`src/rtl/sa_operand_skewer.sv`:
```
// Purpose: diagonally skews one operand bus word per beat into the systolic array edges and sequences one K-beat frame.
// Latency: a beat accepted at edge t appears on lane i in cycle t+1+i; done coincides with the last lane N-1 element.
// Backpressure: s_ready is high only while loading; skew registers never stall and downstream is never back-pressured.
module sa_operand_skewer #(
  parameter  int N         = 2,
  parameter  int DIN_WIDTH = 8,
  parameter  int K_MAX     = 16,
  localparam int BUS_WIDTH = 2*DIN_WIDTH*N,
  localparam int KW        = $clog2(K_MAX+1)
) (
  input  logic                   clk,
  input  logic                   rst_n,
  input  logic                   start,
  input  logic [KW-1:0]          k_len,
  input  logic                   s_valid,
  output logic                   s_ready,
  input  logic [BUS_WIDTH-1:0]   s_data,
  output logic [N*DIN_WIDTH-1:0] a_out,
  output logic [N*DIN_WIDTH-1:0] b_out,
  output logic [N-1:0]           a_vld,
  output logic [N-1:0]           b_vld,
  output logic                   clear_acc,
  output logic                   busy,
  output logic                   done
);

  localparam int FW = (N > 1) ? $clog2(N) : 1;

  typedef enum logic [1:0] {IDLE, LOAD, FLUSH} state_t;

  state_t                 state_q, state_d;
  logic [KW-1:0]          beat_cnt;
  logic [FW-1:0]          fl_cnt;
  logic [KW-1:0]          k_clamp;
  logic                   hs;
  logic                   last_beat;
  logic                   flush_end;
  logic                   frame_go;
  logic                   zero_go;
  logic                   clear_q;
  logic                   zero_done_q;
  logic [BUS_WIDTH-1:0]   tok_dat;

  assign s_ready   = (state_q == LOAD);
  assign hs        = s_valid && s_ready;
  assign last_beat = hs && (beat_cnt == KW'(1));
  assign flush_end = (state_q == FLUSH) && (fl_cnt == FW'(N-1));
  assign k_clamp   = (k_len > KW'(K_MAX)) ? KW'(K_MAX) : k_len;
  assign frame_go  = (state_q == IDLE) && start && (k_len != '0);
  assign zero_go   = (state_q == IDLE) && start && (k_len == '0);

  // Stage-0 token: bubbles are zero data so lane data is 0 whenever valid is 0.
  assign tok_dat   = hs ? s_data : '0;

  assign clear_acc = clear_q;
  assign busy      = (state_q != IDLE);
  assign done      = flush_end || zero_done_q;

  // State register.
  always_ff @(posedge clk or negedge rst_n) begin
    if (!rst_n) state_q <= IDLE;
    else        state_q <= state_d;
  end

  // Next-state logic; start outside IDLE is ignored.
  always_comb begin
    state_d = state_q;
    case (state_q)
      IDLE:    if (frame_go)  state_d = LOAD;
      LOAD:    if (last_beat) state_d = FLUSH;
      FLUSH:   if (flush_end) state_d = IDLE;
      default: state_d = IDLE;
    endcase
  end

  // Beat counter loaded with the clamped length, decremented per handshake.
  always_ff @(posedge clk or negedge rst_n) begin
    if (!rst_n)        beat_cnt <= '0;
    else if (frame_go) beat_cnt <= k_clamp;
    else if (hs)       beat_cnt <= beat_cnt - KW'(1);
  end

  // Flush counter counts FLUSH cycles from 0; done fires on the N-th one.
  always_ff @(posedge clk or negedge rst_n) begin
    if (!rst_n)                  fl_cnt <= '0;
    else if (state_q != FLUSH)   fl_cnt <= '0;
    else                         fl_cnt <= fl_cnt + FW'(1);
  end

  // clear_acc lands in the first LOAD cycle; zero-length frames pulse done one cycle later.
  always_ff @(posedge clk or negedge rst_n) begin
    if (!rst_n) begin
      clear_q     <= 1'b0;
      zero_done_q <= 1'b0;
    end else begin
      clear_q     <= frame_go;
      zero_done_q <= zero_go;
    end
  end

  for (genvar i = 0; i < N; i++) begin : g_lane
    logic [i:0][DIN_WIDTH-1:0] a_dly;
    logic [i:0][DIN_WIDTH-1:0] b_dly;
    logic [i:0]                v_dly;

    // Lane i delay line of i+1 registers; always advances, never stalls.
    always_ff @(posedge clk or negedge rst_n) begin
      if (!rst_n) begin
        a_dly <= '0;
        b_dly <= '0;
        v_dly <= '0;
      end else begin
        a_dly[0] <= tok_dat[DIN_WIDTH*i +: DIN_WIDTH];
        b_dly[0] <= tok_dat[N*DIN_WIDTH + DIN_WIDTH*i +: DIN_WIDTH];
        v_dly[0] <= hs;
        for (int s = 1; s <= i; s++) begin
          a_dly[s] <= a_dly[s-1];
          b_dly[s] <= b_dly[s-1];
          v_dly[s] <= v_dly[s-1];
        end
      end
    end

    assign a_out[DIN_WIDTH*i +: DIN_WIDTH] = a_dly[i];
    assign b_out[DIN_WIDTH*i +: DIN_WIDTH] = b_dly[i];
    assign a_vld[i]                        = v_dly[i];
    assign b_vld[i]                        = v_dly[i];
  end

endmodule

```
`config.mk`:
```
export PLATFORM = sky130hd
export DESIGN_NAME = sa_operand_skewer
export DESIGN_NICKNAME = d
export VERILOG_FILES = /design/src/rtl/sa_operand_skewer.sv
export SDC_FILE = /design/constraint.sdc
export NUM_CORES = 1
export LEC_CHECK = 0
export ABC_AREA = 1
export CELL_PAD_IN_SITES_DETAIL_PLACEMENT = 1
export CELL_PAD_IN_SITES_GLOBAL_PLACEMENT = 2
export CORE_MARGIN = 8
export CORE_UTILIZATION = 26
export DETAILED_ROUTE_END_ITERATION = 7
export PLACE_DENSITY_LB_ADDON = 0.1
export RECOVER_POWER = 25
export SLEW_MARGIN = 20
export SYNTH_ARGS = -nofsm -noshare
export SYNTH_HDL_FRONTEND = slang
export SYNTH_SLANG_ARGS = --single-unit
export TNS_END_PERCENT = 20
```
`constraint.sdc`:
```
create_clock -name clk -period 1.5 [get_ports clk]
set_clock_uncertainty 0.1 [all_clocks]
set_input_delay 0.45 -clock clk [delete_from_list [all_inputs] [get_ports clk]]
set_output_delay 0.45 -clock clk [all_outputs]
set_load 0.01 [all_outputs]
```
==> out/results.ini <==
[logic_synthesis]
post_synth_num_cell_types = 18
ys.flop_type = dfrtp_1
syn_area_per_cell_um2 = 10.4
yosysWarnings = 0
ys_ff_latch = 60
synth_edf_count = 0
syn_nets = 260
ys_seq_area_frac = 0.666
synth_top_area_frac = 0.666
synth_largest_area_cell = dfrtp_1
ys_top_cells_by_area = dfrtp_1 (67%), inv_1 (7.2%), nor2_1 (6.5%)
syn_inst = 217
synth_area_um2 = 2250
async_flop_share = 1.00

[critical_path]
worst_ep_arrival_time_ns = 1.14
worstSetupStartpointType = flop
worstPathCellList = a31o_4, buf_6
cp-end-kind = primary output
cp.required_ns = 0.95
cp_max_fo = 4
cp_slowest_stage_delay_ns = 0.46
cp_slowest_cell = dfrtp_2
criticalPathCategory = reg -> out

[global_routing]
grt_pass1_wl_mm = 8.54
grt_pass1_vias = 1736
grt_overflow_total = 0
grt_max_degree = 61
grt_usage = 0.0962
antenna_found_initial = 0

[run_status]
status = finished with violations
violations = negative setup slack

[clock_network]
numCtsBuffers = 9
clock_path_buffers = 2
cts_tree = done
cts_hold_buf = 0
worstSkewPairLatency_ns = 0.33
h-tree-depth = 3
cts.sinks = 60
root_buffer = clkbuf_8
clk_pin_slew_ns = 0.07

[timing]
setup_viol = 3
maxSlewViolCount = 0
hold_viol_final = 0
finalWorstSetupSlack_ns = -0.191
slew_headroom = 0.436
finalHoldWorstSlack_ns = 0.216
tightest_slew_ns = 0.846
finalCriticalPeriod_ns = 1.69
rsz0062_at_grt = yes
post-route-period-util = 1.13
maxClockFrequency_ghz = 0.592
fin_tns_setup_ns = -0.430

[route]
num_vias = 1602
totalWireLength_mm = 5.33
via_per_inst = 3.84
drc_errors = 0
routedWlPerCell_um = 12.8
final_antenna_net_count = 0
first_iter_violations = 23
firstDrtPassIters = 4

[floorplan]
io_pins = 81
row_count = 34
die_area_um2 = 11900
dieHeight_um = 109
start_util = 0.264
core_area_um2 = 8550
die_x_um = 109

[placement]
io_buffers = 80
pre_cts_slack_ns = -0.254
dp_hpwl_mm = 3.80
gp_congestion = 0.686

[worst_hold_path]
hold_class = in -> async

[flow_run]
cap_violations = 0

[power_and_ir_drop]
vdd_drop_max_uv = 551
cellPowerDensity_nw_per_um2 = 1560
power_leakage_nw = 1.78

[cells_and_area]
drive_above_1_share = 0.288
layout_common_cells = dfrtp_1 (59), inv_1 (43), nor2_1 (39)
areaGrowthSynthToFinish_pct = 42.9
final_nets = 347
layout_commonest_cell = dfrtp_1
n_antenna_cell = 0
fill_cells = 1005

==> metal layers <==
layer | global-route usage | share of wire
met1 | 0.115 | 0.46
met2 | 0.150 | 0.48
met3 | 0.0284 | 0.048
met4 | 0.0587 | 0.015
met5 | 0 | 0
==> registers in the layout (all words and copies together) (netlist names) <==
name,cells
clear_acc,1
zero_done_q,1
b_out,8
beat_cnt,5
g_lane.a_dly,16
state_q,2
g_lane.b_dly,16
fl_cnt,1
a_out,8
g_lane.v_dly,2
==> power by group <==
| group | internal, W | switching (W) |
|---|---|---|
| logic | 0.000740 | 0.000866 |
| registers | 0.00196 | 0.000139 |
| clock network | 0.000648 | 0.000665 |
==> repair_timing <==
action / in CTS / in global routing
pin swaps: 2 / 6
resized for setup: 124 / 38
buffers inserted: 0 / 1
endpoints found under the setup margin: 40 / 37
==> worst max-delay path, delay by kind of cell (launching register included) <==
family / cells / cell delay (ns)
compound gates: 1 / 0.25
buf+inv: 1 / 0.11
flops: 1 / 0.46
==> per-stage QoR <==
stage	total power (W)	utilization	std cells	instance area (um2)
6_report	0.00502	0.377	417	3220
5_1_grt	0.00539	0.377	417	3220
4_1_cts	0.00516	0.394	416	3370
3_5_place_dp	0.00387	0.372	400	3180
3_3_place_gp	0.00384	0.372	400	3180
2_1_floorplan	0.00299	-	217	2250
==> final timing paths <==
check	start	to	slack (ns)	cells past startpoint
setup / recovery	state_q[1]	done	-0.19	2
hold / removal	rst_n	g_lane[0].b_dly[3]	0.22	2
setup reg to reg	state_q[0]	beat_cnt[4]	0.04	10
hold reg to reg	g_lane[1].a_dly[0]	a_out[8]	0.25	0
max in group asynchronous	rst_n	state_q[1]	0.49	2
min in group clk	g_lane[1].a_dly[0]	a_out[8]	0.25	0
==> Yosys cell counts (2+ instances only) <==
cell type and number:
buf_2 3, buf_4 19, dfrtp_1 60, ha_1 2, inv_1 43, inv_2 2, nand2_1 25, nand2_2 2
nand2_4 2, nand3_1 8, nand4_1 2, nor2_1 39, nor2_4 3, o21ai_0 2, o21ai_1 2
==> kinds of logic after synthesis <==
logic type / after synthesis / synth area share
fa+ha+maj: 2 / 0.0111
flops: 60 / 0.666
compound gates: 5 / 0.0128
buf+inv: 68 / 0.148
simple gates: 82 / 0.163
==> final cells by class <==
| cell class | instances | area [um2] | area share |
|---|---|---|---|
| clock buffer | 11 | 141 | 0.0439 |
| clock inverter | 5 | 36.3 | 0.0113 |
| inverter | 46 | 175 | 0.0544 |
| multi-input combinational | 89 | 454 | 0.141 |
| sequential | 60 | 1500 | 0.466 |
| tap | 108 | 135 | 0.0419 |
| timing repair buffer | 98 | 777 | 0.241 |
Power figures use the tool's default switching activity.
